File: src/rtl/bark_pkg.sv
// Shared definitions for the writeback stage.
//   DATA_WIDTH / ADDR_WIDTH : default datapath and register-index widths.
//   load_funct3_t           : RV32 load encodings understood by the load path.
//   wb_req_t                : one register-file write request {rd, data}.
package bark_pkg;

  localparam int DATA_WIDTH = 32;
  localparam int ADDR_WIDTH = 5;

  typedef enum logic [2:0] {
    LB  = 3'b000,
    LH  = 3'b001,
    LW  = 3'b010,
    LBU = 3'b100,
    LHU = 3'b101
  } load_funct3_t;

  typedef struct packed {
    logic [ADDR_WIDTH-1:0] rd;
    logic [DATA_WIDTH-1:0] data;
  } wb_req_t;

endpackage

File: src/rtl/load_extend.sv
// Combinational load aligner / extender for RV32 loads.
//   word    : raw aligned 32-bit memory word.
//   funct3  : load type (LB, LH, LW, LBU, LHU; other codes are reserved).
//   offset  : address bits [1:0]; selects the byte, offset[1] selects the halfword.
//   data    : extended result (0 for a reserved funct3).
//   illegal : high when funct3 is a reserved code.
module load_extend
  import bark_pkg::*;
(
  input  logic [31:0] word,
  input  logic [2:0]  funct3,
  input  logic [1:0]  offset,
  output logic [31:0] data,
  output logic        illegal
);

  logic [7:0]  byte_sel;
  logic [15:0] half_sel;

  // Halfword loads ignore offset[0]; misaligned halfwords never reach this stage.
  assign byte_sel = word[{offset, 3'b000} +: 8];
  assign half_sel = offset[1] ? word[31:16] : word[15:0];

  always_comb begin
    data    = '0;
    illegal = 1'b0;
    case (funct3)
      LB:      data = {{24{byte_sel[7]}}, byte_sel};
      LBU:     data = {24'h0, byte_sel};
      LH:      data = {{16{half_sel[15]}}, half_sel};
      LHU:     data = {16'h0, half_sel};
      LW:      data = word;
      default: illegal = 1'b1;
    endcase
  end

endmodule

File: src/rtl/writeback_stage.sv
// Final pipeline stage in front of the register file.
// Arbitrates between the ALU and load result paths, extends load data, and
// drives a registered write port plus a bypass copy for forwarding.
//
// Handshake: a source transfers on a cycle where its valid and ready are both
// high at the rising clock edge. Ready is combinational from the valids and the
// starvation counter, is never high without the matching valid, at most one
// ready is high per cycle, and both are low while reset is asserted.
//
// Ports:
//   clock, reset                         : clock, async active-low reset.
//   alu_valid/alu_ready/alu_rd/alu_data  : ALU result input.
//   load_valid/load_ready/load_rd/
//   load_word/load_funct3/load_byte_offset : load result input.
//   write_enable/rd/reg_data_in          : register-file write port.
//   wb_valid/wb_rd/wb_data               : bypass copy of the output register.
//   wb_illegal                           : accepted load had a reserved funct3.
module writeback_stage
  import bark_pkg::*;
#(
  parameter int DATA_WIDTH   = bark_pkg::DATA_WIDTH,
  parameter int ADDR_WIDTH   = bark_pkg::ADDR_WIDTH,
  parameter int STARVE_LIMIT = 4
) (
  input  logic                  clock,
  input  logic                  reset,
  input  logic                  alu_valid,
  output logic                  alu_ready,
  input  logic [ADDR_WIDTH-1:0] alu_rd,
  input  logic [DATA_WIDTH-1:0] alu_data,
  input  logic                  load_valid,
  output logic                  load_ready,
  input  logic [ADDR_WIDTH-1:0] load_rd,
  input  logic [DATA_WIDTH-1:0] load_word,
  input  logic [2:0]            load_funct3,
  input  logic [1:0]            load_byte_offset,
  output logic                  write_enable,
  output logic [ADDR_WIDTH-1:0] rd,
  output logic [DATA_WIDTH-1:0] reg_data_in,
  output logic                  wb_valid,
  output logic [ADDR_WIDTH-1:0] wb_rd,
  output logic [DATA_WIDTH-1:0] wb_data,
  output logic                  wb_illegal
);

  localparam int CNT_W = $clog2(STARVE_LIMIT + 1);
  localparam logic [CNT_W-1:0] STARVE_MAX = CNT_W'(STARVE_LIMIT);

  logic [CNT_W-1:0] starve_cnt;
  logic             alu_priority;
  logic             load_grant;
  logic             alu_grant;
  logic [31:0]      load_data;
  logic             load_illegal;
  wb_req_t          next_req;
  wb_req_t          out_q;

  load_extend u_load_extend (
    .word    (load_word),
    .funct3  (load_funct3),
    .offset  (load_byte_offset),
    .data    (load_data),
    .illegal (load_illegal)
  );

  // Loads win contention until the ALU has lost STARVE_LIMIT cycles in a row.
  assign alu_priority = (starve_cnt == STARVE_MAX);
  assign load_grant   = reset && load_valid && !(alu_valid && alu_priority);
  assign alu_grant    = reset && alu_valid && !load_grant;

  assign alu_ready  = alu_grant;
  assign load_ready = load_grant;

  always_comb begin
    next_req.rd   = alu_rd;
    next_req.data = alu_data;
    if (load_grant) begin
      next_req.rd   = load_rd;
      next_req.data = load_data;
    end
  end

  // Counts consecutive cycles the ALU waited; any gap in alu_valid restarts it.
  always_ff @(posedge clock or negedge reset) begin
    if (!reset) begin
      starve_cnt <= '0;
    end else if (!alu_valid || alu_grant) begin
      starve_cnt <= '0;
    end else if (starve_cnt != STARVE_MAX) begin
      starve_cnt <= starve_cnt + 1'b1;
    end
  end

  // Output register: valid/strobe reload every cycle, index and data hold when idle.
  always_ff @(posedge clock or negedge reset) begin
    if (!reset) begin
      out_q        <= '0;
      wb_valid     <= 1'b0;
      write_enable <= 1'b0;
      wb_illegal   <= 1'b0;
    end else begin
      wb_valid     <= load_grant || alu_grant;
      // x0 results are visible on the bypass but never written.
      write_enable <= (load_grant || alu_grant) && (next_req.rd != '0);
      wb_illegal   <= load_grant && load_illegal;
      if (load_grant || alu_grant) begin
        out_q <= next_req;
      end
    end
  end

  assign rd          = out_q.rd;
  assign reg_data_in = out_q.data;
  assign wb_rd       = out_q.rd;
  assign wb_data     = out_q.data;

endmodule

File: config.mk
export PLATFORM = sky130hd
export DESIGN_NAME = writeback_stage
export DESIGN_NICKNAME = d
export VERILOG_FILES = /design/src/rtl/bark_pkg.sv /design/src/rtl/load_extend.sv /design/src/rtl/writeback_stage.sv
export SDC_FILE = /design/constraint.sdc
export NUM_CORES = 1
export LEC_CHECK = 0
export ABC_AREA = 0
export BUFFER_PORTS_ARGS = -buffer_cell sky130_fd_sc_hd__clkbuf_2
export CAP_MARGIN = 30
export CELL_PAD_IN_SITES_DETAIL_PLACEMENT = 1
export CELL_PAD_IN_SITES_GLOBAL_PLACEMENT = 2
export CORE_UTILIZATION = 22
export DETAILED_ROUTE_END_ITERATION = 16
export PLACE_DENSITY = 0.76
export SLEW_MARGIN = 20
export SYNTH_ARGS = -nofsm -noshare
export SYNTH_HDL_FRONTEND = slang
export SYNTH_SLANG_ARGS = --single-unit
File: constraint.sdc
create_clock -name clock -period 1.6 [get_ports clock]
set_input_delay 0.16 -clock clock [delete_from_list [all_inputs] [get_ports clock]]
set_output_delay 0.16 -clock clock [all_outputs]
set_load 0.05 [all_outputs]
==> results.md <==
| Stage | Result | Reported |
|---|---|---|
| yosys | Fraction of the mapped netlist area in compound gates | 21.38% |
| clocking | Clock latency of the later-clocked register in the worst-skew pair | 290 ps |
| sta | Final Critical Period | 1571 ps |
| drt | Routed wire length per instance | 17.09 µm |
| clocking | CTS H-tree depth | 2 |
| sta | Setup violation total in the final timing report | 0 |
| floorplan | Die width | 115.3 µm |
| critical path | Maximum fanout along the worst path | 4 |
| global route | Number of antenna violations at the first check in global routing | 0 |
| cells and area | Multi-input combinational cell area | 1411 µm² |
| yosys | Syn Area/Cell | 9.118 µm² |
| cells and area | Number of fill cells in the layout | 1,533 |
| drt | DRC | 0 |
| critical path | Critical Path Sink Type | output pin |
| yosys | Top_reg_cell synth | sky130_fd_sc_hd__dfrtp_1 |
| pwr | Total power density per cell area | 1091 nW/µm² |
| yosys | Post-Synth Adder-Cell Area | 0.8853% |
| yosys | Syn Std Cell Area | 2826 µm² |
| floorplan | Initial core utilization | 22.49% |
| clocking | CTS root buf | sky130_fd_sc_hd__clkbuf_16 |
| yosys | Mapped Cells | 310 |
| yosys | Number of flops mapped to enable cells by yosys | 0 |
| critical path | CP top delay family | flip-flops |
| placed design | Port-buffer cells | 161 |
| floorplan | Total die area | 13,300 µm² |
| pwr | Peak ir drop on the vdd network | 0.3542 mV |
| drt | Total via count after detailed routing | 2,880 |
| sta | Worst slew slack as a fraction of its limit | 44.38% |
| sta | Final Hold Vio Count | 0 |
| outcome | Result of the run | finished clean |
| global route | Leftover overflow at the end of global routing | 0 |
| sta | Unrepaired setup endpoints after global routing | true |
| floorplan | Cell Rows | 41 |
| cells and area | Final antenna diode count | 0 |
| critical path | Crit. Startpoint | starve_cnt[1] |
| yosys | Combinational family with the most area after synthesis | compound AO/OA/AOI/OAI gates |
| drt | First-pass DRT Iterations | 6 |
| flow run | Max-capacitance violation count | 0 |
| yosys | Syn nets | 395 |
| clocking | Total clock sinks | 43 |
| critical path | Dominant cell type by count on the critical path | sky130_fd_sc_hd__nand3_4 |
| yosys | Post-Synth Simple-Gate Area | 19.03% |
| global route | Largest net degree at the start of global routing | 35 |
| drt | Post-route ant nets | 0 |
| cells and area | Area growth from synthesis to final layout | 38.38% |
| critical path | Number of buffer and inverter stages on the critical path | 3 |
| sta | Timing-limited maximum frequency | 0.6365 GHz |
| cells and area | Proportion of layout cells with a drive suffix above 1 | 48.53% |
| floorplan | Area of the core region | 12,570 µm² |
| drt | Total wire length | 10,510 µm |
| yosys | Yosys cell types | 43 |
| critical path | Start of the worst register-to-register path | starve_cnt[1] |
| drt | Count of routing violations after the opening detailed-route iteration | 237 |
| placed design | Post-placement cell count | 602 |
| pwr | Leakage power of the design | 2.034 nW |
| clocking | TritonCTS clock tree | built |
| critical path | Data required time of the critical path | 1440 ps |
| cells and area | Area occupied by registers | 1076 µm² |
| yosys | Async S/R FF share, synth | 100.0% |
| clocking | Hold_buf cts | 0 |
| yosys | Proportion of synthesized chip area in sequential cells | 38.07% |
| floorplan | Overall die height | 115.3 µm |
| critical path | Largest stage delay on the critical path | 400 ps |
| cells and area | Number of nets in the finished design | 527 |
| pwr | Power consumption | 4.269 mW |
| clocking | Clock buffer count from CTS | 5 |
| global route | Global-route wire length before repair | 16,080 µm |
| critical path | CP arrival | 1410 ps |
| cells and area | Post-route cell area | 3911 µm² |
| yosys | Number of warnings printed during yosys synthesis | 0 |
| sta | Final critical-path share of the clock period | 98.20% |
| cells and area | Core occupancy in the finished layout | 31.12% |
| cells and area | Non-filler instance count after layout | 615 |
| sta | Final setup skew | 4.670 ps |
| yosys | Synthesized-area fraction occupied by xor and xnor cells | 0% |
| yosys | Multiplexer share of the synthesized area | 6.375% |
| placed design | GPL Wtd Cong | 0.8404 |
| worst hold path | Path class of the lowest-slack min-delay path | primary input to async pin |
| drt | Via density per instance | 4.683 |
| global route | Number of global-route vias before repair | 2,914 |
| floorplan | I/O Pins | 162 |
| global route | GRT Util Overall | 15.94% |
| clocking | Register clock-pin slew on the reported worst setup and hold paths | 60 ps |
| clocking | Bufs on Longest Clock Path | 2 |
| placed design | HPWL reported at the end of detailed placement | 8456 µm |
| critical path | Setup crit start kind | flip-flop |
| yosys | Count of state elements after synthesis | 43 |
| sta | Actual transition at the worst max-transition pin | 832.5 ps |
| critical path | Slowest cell on the critical path | sky130_fd_sc_hd__dfrtp_1 |
| placed design | Total cell area at the placement stage | 3642 µm² |
| critical path | Type of the worst setup path | flip-flop to output pin |
| sta | Final Slew Violations | 0 |
| critical path | Sequence of cells on the critical path | inv_2 -> ha_4 -> nand3_4 -> nand3_4 -> clkinvlp_4 -> buf_8 |
==> layer usage <==
| metal | routed length, µm | part of all wire [%] | track usage [%] | up-vias |
|---|---|---|---|---|
| met1 | 4511 | 43 | 20.06 | 1404 |
| li1 | - | - | - | 1387 |
| met2 | 5485 | 52 | 28.10 | 83 |
| met4 | 78 | 0.74 | 3.550 | 0 |
| met3 | 435 | 4.1 | 3.005 | 6 |
| met5 | 0 | 0 | 0 | - |
==> cell type report <==
type | count | share of cell area, %
tap | 172 | 5.502
timing repair buffer | 185 | 26.33
inverter | 5 | 0.5758
multi-input combinational | 202 | 36.08
clock buffer | 8 | 3.999
sequential | 43 | 27.51
==> cells by family after synthesis <==
group | count (synthesis)
AOI/OAI and AO/OA | 81
adders and majority gates | 2
buffers and inverters | 65
DFF | 43
muxes | 17
and+or+nand+nor | 102
==> registers in the layout, summed over array words and instances (netlist names) <==
| register | cells |
|---|---|
| write_enable | 1 |
| reg_data_in | 32 |
| wb_illegal | 1 |
| rd | 5 |
| wb_valid | 1 |
| starve_cnt | 3 |
==> through the flow <==
step / TNS [ps] / hold slack [ps] / setup WS (ps)
after floorplan: -12.43 / -135.6 / -12.43
after global placement: -1036 / 312.3 / -147.9
after detailed placement: -1768 / 313.1 / -155.8
after CTS: 0 / 13.03 / 0.2768
after global routing: -63.18 / 35.15 / -41.23
final: 0 / 13.66 / 28.79
==> cells in the final DEF (no fill, tap or decap), types with 3 or more instances in the layout <==
master and instances:
sky130_fd_sc_hd__a221o_1 7, sky130_fd_sc_hd__a21oi_1 10, sky130_fd_sc_hd__nand2_1 24, sky130_fd_sc_hd__o31ai_1 16
sky130_fd_sc_hd__clkbuf_16 5, sky130_fd_sc_hd__nor2b_1 5, sky130_fd_sc_hd__dfrtp_1 43, sky130_fd_sc_hd__a22oi_1 9
sky130_fd_sc_hd__a222oi_1 7, sky130_fd_sc_hd__clkbuf_2 159, sky130_fd_sc_hd__nor2_1 5, sky130_fd_sc_hd__mux2i_1 9
sky130_fd_sc_hd__nor3b_1 3, sky130_fd_sc_hd__a32oi_1 7, sky130_fd_sc_hd__nand3_1 32, sky130_fd_sc_hd__and3_1 16
sky130_fd_sc_hd__mux2_2 8, sky130_fd_sc_hd__buf_4 20, sky130_fd_sc_hd__buf_6 3, sky130_fd_sc_hd__o21ai_1 9
sky130_fd_sc_hd__o21ai_0 5
==> power breakdown <==
group | internal (mW) | switching [mW] | total, mW
Clock | 0.666 | 0.438 | 1.10
Sequential | 1.22 | 0.111 | 1.33
Combinational | 0.463 | 1.37 | 1.83
==> timing repair <==
action	4_1_cts	5_1_grt
setup endpoints to repair	22	13
hold endpoints to repair	0	0
setup buffers	4	1
gates cloned	0	0
pin swaps	2	1
gates resized for setup	13	7
==> synth_stat cells (all sizes together), types with 8 or more instances <==
| library cell | count | share of area (%) |
|---|---|---|
| and3 | 16 | 3.5 |
| o31ai | 16 | 4.2 |
| mux2i | 9 | 3.2 |
| buf | 43 | 11 |
| a21oi | 11 | 1.9 |
| mux2 | 8 | 3.2 |
| a22oi | 9 | 2.4 |
| dfrtp | 43 | 38 |
| nand3 | 34 | 6.0 |
| clkbuf | 17 | 2.3 |
| o21ai | 16 | 3.0 |
| nand2 | 25 | 3.3 |
==> final timing paths <==
path / to / slack (ps) / depth (start not counted)
min reg2reg: rd[4] / 510 / 2
max in group asynchronous: reg_data_in[2] / 1130 / 2
max reg2reg: rd[0] / 90 / 8
min: starve_cnt[1] / 10 / 2
min in group clock: reg_data_in[10] / 100 / 2
max: load_ready / 30 / 6
No activity file was read; power rests on OpenSTA's default activity.
